File: src/rtl/instr_assembler.sv
// Packs MIPS R/I/J field groups into 32-bit words, queues them in a small FIFO and streams
// them into instruction memory at an auto-incrementing word address. Define ASM_COUNT_EN to add word_count.
module instr_assembler #(
    parameter int unsigned DEPTH     = 4,
    parameter int unsigned ADDR_W    = 10,
    parameter int unsigned BASE_ADDR = 0
) (
    input  logic              clk,
    input  logic              reset,
    input  logic              in_valid,
    output logic              in_ready,
    input  logic              in_last,
    input  logic [1:0]        fmt,
    input  logic [5:0]        op,
    input  logic [4:0]        rs,
    input  logic [4:0]        rt,
    input  logic [4:0]        rd,
    input  logic [4:0]        shamt,
    input  logic [5:0]        funct,
    input  logic [15:0]       imm,
    input  logic [25:0]       target,
    output logic              im_we,
    input  logic              im_ready,
    output logic [ADDR_W-1:0] im_addr,
    output logic [31:0]       im_wdata,
    output logic              done,
    output logic              fmt_err
`ifdef ASM_COUNT_EN
    ,
    output logic [ADDR_W:0]   word_count
`endif
);

    localparam int unsigned PTR_W = (DEPTH > 1) ? $clog2(DEPTH) : 1;
    localparam int unsigned CNT_W = PTR_W + 1;

    typedef enum logic [0:0] {
        RUN  = 1'b0,
        DONE = 1'b1
    } state_t;

    // Illegal formats collapse to a nop so the program image keeps its word alignment.
    function automatic logic [31:0] pack_word(
        input logic [1:0]  f_fmt,
        input logic [5:0]  f_op,
        input logic [4:0]  f_rs,
        input logic [4:0]  f_rt,
        input logic [4:0]  f_rd,
        input logic [4:0]  f_shamt,
        input logic [5:0]  f_funct,
        input logic [15:0] f_imm,
        input logic [25:0] f_target
    );
        logic [31:0] w;
        case (f_fmt)
            2'b00:   w = {f_op, f_rs, f_rt, f_rd, f_shamt, f_funct};
            2'b01:   w = {f_op, f_rs, f_rt, f_imm};
            2'b10:   w = {f_op, f_target};
            default: w = 32'h0000_0000;
        endcase
        return w;
    endfunction

    state_t            state_r;
    logic [32:0]       mem_r [DEPTH];
    logic [PTR_W-1:0]  wr_ptr_r;
    logic [PTR_W-1:0]  rd_ptr_r;
    logic [CNT_W-1:0]  count_r;
    logic [ADDR_W-1:0] addr_r;
    logic              done_r;
    logic              fmt_err_r;
`ifdef ASM_COUNT_EN
    logic [ADDR_W:0]   word_count_r;
`endif

    logic              full_s;
    logic              empty_s;
    logic              push_s;
    logic              pop_s;
    logic [31:0]       word_s;
    logic [32:0]       head_s;

    // Handshakes and IM-side outputs derived from FIFO occupancy and state.
    always_comb begin
        word_s  = pack_word(fmt, op, rs, rt, rd, shamt, funct, imm, target);
        head_s  = mem_r[rd_ptr_r];
        full_s  = (count_r == CNT_W'(DEPTH));
        empty_s = (count_r == {CNT_W{1'b0}});
        if (state_r == RUN) begin
            in_ready = !full_s;
            im_we    = !empty_s;
        end else begin
            in_ready = 1'b0;
            im_we    = 1'b0;
        end
        push_s = in_valid && in_ready;
        pop_s  = im_we && im_ready;
        if (im_we) begin
            im_wdata = head_s[31:0];
        end else begin
            im_wdata = 32'h0000_0000;
        end
        im_addr = addr_r;
        done    = done_r;
        fmt_err = fmt_err_r;
`ifdef ASM_COUNT_EN
        word_count = word_count_r;
`endif
    end

    // FIFO pointers, address counter and RUN/DONE sequencing.
    always_ff @(posedge clk) begin
        if (reset) begin
            state_r   <= RUN;
            wr_ptr_r  <= {PTR_W{1'b0}};
            rd_ptr_r  <= {PTR_W{1'b0}};
            count_r   <= {CNT_W{1'b0}};
            addr_r    <= ADDR_W'(BASE_ADDR);
            done_r    <= 1'b0;
            fmt_err_r <= 1'b0;
`ifdef ASM_COUNT_EN
            word_count_r <= {(ADDR_W+1){1'b0}};
`endif
        end else begin
            done_r <= 1'b0;
            if (push_s) begin
                mem_r[wr_ptr_r] <= {in_last, word_s};
                wr_ptr_r        <= wr_ptr_r + PTR_W'(1'b1);
                if (fmt == 2'b11) begin
                    fmt_err_r <= 1'b1;
                end
            end
            if (pop_s) begin
                rd_ptr_r <= rd_ptr_r + PTR_W'(1'b1);
                addr_r   <= addr_r + ADDR_W'(1'b1);
                if (head_s[32]) begin
                    state_r <= DONE;
                    done_r  <= 1'b1;
                end
`ifdef ASM_COUNT_EN
                if (word_count_r != {(ADDR_W+1){1'b1}}) begin
                    word_count_r <= word_count_r + (ADDR_W+1)'(1'b1);
                end
`endif
            end
            case ({push_s, pop_s})
                2'b10:   count_r <= count_r + CNT_W'(1'b1);
                2'b01:   count_r <= count_r - CNT_W'(1'b1);
                default: count_r <= count_r;
            endcase
            // A quiet input cycle releases DONE; the address is kept so the next program appends.
            if (state_r == DONE && !in_valid) begin
                state_r <= RUN;
            end
        end
    end

endmodule

File: config.mk
export PLATFORM = sky130hd
export DESIGN_NAME = instr_assembler
export DESIGN_NICKNAME = d
export VERILOG_FILES = /design/src/rtl/instr_assembler.sv
export SDC_FILE = /design/constraint.sdc
export NUM_CORES = 1
export LEC_CHECK = 0
export ABC_CLOCK_PERIOD_IN_PS = 5000
export BUFFER_PORTS_ARGS = -buffer_cell sky130_fd_sc_hd__buf_4
export CAP_MARGIN = 20
export CELL_PAD_IN_SITES_DETAIL_PLACEMENT = 1
export CELL_PAD_IN_SITES_GLOBAL_PLACEMENT = 2
export CORE_MARGIN = 2
export CORE_UTILIZATION = 39
export DETAILED_ROUTE_END_ITERATION = 8
export PLACE_DENSITY_LB_ADDON = 0.1
export SLEW_MARGIN = 10
export SYNTH_ARGS = -nofsm -noshare
export SYNTH_HDL_FRONTEND = slang
export SYNTH_SLANG_ARGS = --single-unit
File: constraint.sdc
create_clock -name clk -period 5 [get_ports clk]
set_input_delay 0.75 -clock clk [delete_from_list [all_inputs] [get_ports clk]]
set_output_delay 0.75 -clock clk [all_outputs]
set_load 0.05 [all_outputs]
==> results.toml <==
[detailed_routing]
vias_per_cell = 5.05
route.detailed.drc = 0
dr.pass1.iters = 5
dr_total_vias = 3941
drt_iter0_markers = 203
wl_per_cell_um = 19.1
wl_mm = 14.9
antenna_left = 0

[worst_setup_path]
crit_chain = "buf_4 -> mux4_2 -> and2_1 -> buf_4"
cp.arrival_ns = 2.66
critPathMaxFanout = 25
cp-end-kind = "output port"
slowest_stage = "dfxtp_2"
crit_top_cell = "buf_4"
timing.rr.start = "count_r[0]"
start_kind = "flop"
cp.required_ns = 4.25
reg2regPathDepth = 8
r2r_end = "count_r[2]"
r2r_slack_ns = 2.72
critPathKind = "reg -> out"
worstSetupEndpoint = "im_wdata[5]"
critPathMaxStageDelay_ns = 0.93

[place]
place_congestion = 0.705
hpwl_mm = 9.87
port_buffers = 126
place_ws_ns = 1.95

[clocking]
cts.clk_slew.worst_paths_ns = 0.06
h-tree-depth = 4
clock_latency_ns = 0.42
postCtsSetupBuffers = 0
cts.sinks = 154
cts_root_buffer = "clkbuf_16"
cts_tree = "done"
cts_buffer_depth = 2
ctsResizeCount = 0
cts_buffers = 17
ctsHoldBuffers = 0

[power_and_ir_drop]
power_density_nw_per_um2 = 533
power.total_mw = 4.46
ir_drop_uv = 257
p_leak_nw = 3.08

[sta]
maxSlewHeadroom = 0.352
fin_ws_ns = 1.59
final.min_clock_period_ns = 3.41
hold_viol_final = 0
fmax_mhz = 294
fin_worst_skew_ns = 0.00971
worst_pin_slew_ns = 0.973
holdWs_ns = 0.496
post-route-period-util = 0.681
rsz0062_at_grt = "false"
final_max_slew_viol_count = 0
setup_violations = 0
finalSetupTns_ns = 0

[global_route]
grt_pass1_vias = 4288
antenna_found_initial = 0
grt_first_pass_wirelength_mm = 23.4
grt_usage = 0.177
grt_max_degree = 34
overflow = 0

[synth]
syn_area_per_cell_um2 = 15.8
synthTopCellsByCount = "132 x edfxtp_1, 38 x and2_1, 33 x mux4_2"
ys_warn_count = 0
synth_area_leaders = "edfxtp_1 60%, mux4_2 11%, dfxtp_1 6.7%"
syn_inst = 416
synth.top_cell.area_share = 0.604
async_reset_ff_frac = 0
synth-seq-cells = 154
synth_most_common_cell = "edfxtp_1"
synthesis.area_um2 = 6560
synth_edf_count = 132
synth_nets = 504
synth_area_leader_cell = "edfxtp_1"
ys.flop_type = "edfxtp_1"
synth_cell_types = 39
seq_area_frac_synth = 0.671

[die]
die_y_um = 134
io_pins = 127
fp.coreArea_um2 = 16500
row_count = 47
die_x_um = 134
start_util = 0.397
die-area_um2 = 17900

[hold_path]
hold_class = "reg -> reg"

[final_layout]
n_antenna_cell = 0
seq_area_um2 = 4410
area_growth_pct = 27.5
multi_input_area_um2 = 1980
n_fill_cell = 1622
finish.net_count = 636
drive_above_1_share = 0.385

[run_status]
status = "completed"

[run]
drv_cap = 0
==> cell type report <==
type | count | area share
clock inverter | 15 | 0.0227
clock buffer | 17 | 0.0509
timing repair buffer | 137 | 0.123
sequential | 154 | 0.527
multi-input combinational | 221 | 0.236
tap | 220 | 0.0329
inverter | 17 | 0.00763
==> layout by cell type (no fill, tap or decap), drive strengths merged <==
master / netlist / layout
buf: 17 / 137
edfxtp: 132 / 132
and2: 38 / 38
mux4: 33 / 33
nand2: 30 / 30
o21ai: 28 / 28
dfxtp: 22 / 22
inv: 17 / 22
nor2: 21 / 21
mux2i: 17 / 17
clkbuf: 6 / 17
xnor2: 11 / 11
a21oi: 6 / 6
ha: 6 / 6
nor3: 6 / 6
clkinv: 0 / 6
nor3b: 5 / 5
nand3: 4 / 4
bufinv: 0 / 3
xor2: 2 / 2
nand4: 2 / 2
nand2b: 1 / 1
nor2b: 1 / 1
a211o: 1 / 1
nand4b: 1 / 1
or2: 1 / 1
o31ai: 1 / 1
or4: 1 / 1
nor4b: 1 / 1
or3: 1 / 1
nor4: 1 / 1
a41oi: 1 / 1
fa: 1 / 1
clkinvlp: 0 / 1
==> state kept, by name (all words and copies together) (netlist names), named ones only <==
name and flops:
done 1, mem_r 132, fmt_err 1, state_r 1, count_r 3, im_addr 10
wr_ptr_r 2, rd_ptr_r 2
==> report_power, final <==
part	internal [mW]	leakage, nW	switching [mW]
logic	0.567	1.39	0.936
registers	1.52	1.39	0.126
clock network	0.795	0.299	0.515
total	2.88	3.08	1.58
==> how the worst min path moves through the flow <==
stage                       start            to  slack (ns)  cells past startpoint
final                     fmt_err       fmt_err        0.50                      2
after CTS                 fmt_err       fmt_err        0.50                      2
after detailed placement  fmt_err       fmt_err        0.48                      2
after global placement    fmt_err       fmt_err        0.46                      2
after global routing      in_last  mem_r[0][32]        0.52                      1
after floorplan           state_r       state_r        0.48                      2
==> worst max-delay path, delay by kind of cell, from the launching register on <==
family / cells / cell delay, ns
flip-flops: 1 / 0.93
buffers and inverters: 2 / 0.59
multiplexers: 1 / 0.52
AND/OR/NAND/NOR: 1 / 0.19
==> stage by stage <==
| stage | instance area (um2) | utilization | std cells |
|---|---|---|---|
| after floorplan | 6560 | - | 416 |
| after global placement | 7750 | 0.469 | 749 |
| after detailed placement | 7750 | 0.469 | 749 |
| after CTS | 8370 | 0.506 | 781 |
| after global routing | 8370 | 0.506 | 781 |
| final | 8370 | 0.506 | 781 |
==> logic make-up after synthesis <==
family | after synthesis | share of synthesized area
xor gates and xnor gates | 13 | 0.0174
and+or+nand+nor | 114 | 0.0965
muxes | 50 | 0.139
DFF | 154 | 0.671
buffers and inverters | 41 | 0.0315
AOI/OAI and AO/OA | 37 | 0.0297
adders and majority gates | 7 | 0.0145
==> layer usage <==
metal / vias up / GRT usage / part of all wire
met5: - / 0 / 0
met4: 0 / 0.0668 / 0.018
met3: 15 / 0.0460 / 0.047
met2: 115 / 0.297 / 0.51
met1: 1995 / 0.221 / 0.42
li1: 1816 / - / -
Note: power is estimated with default switching activity, not from simulation.
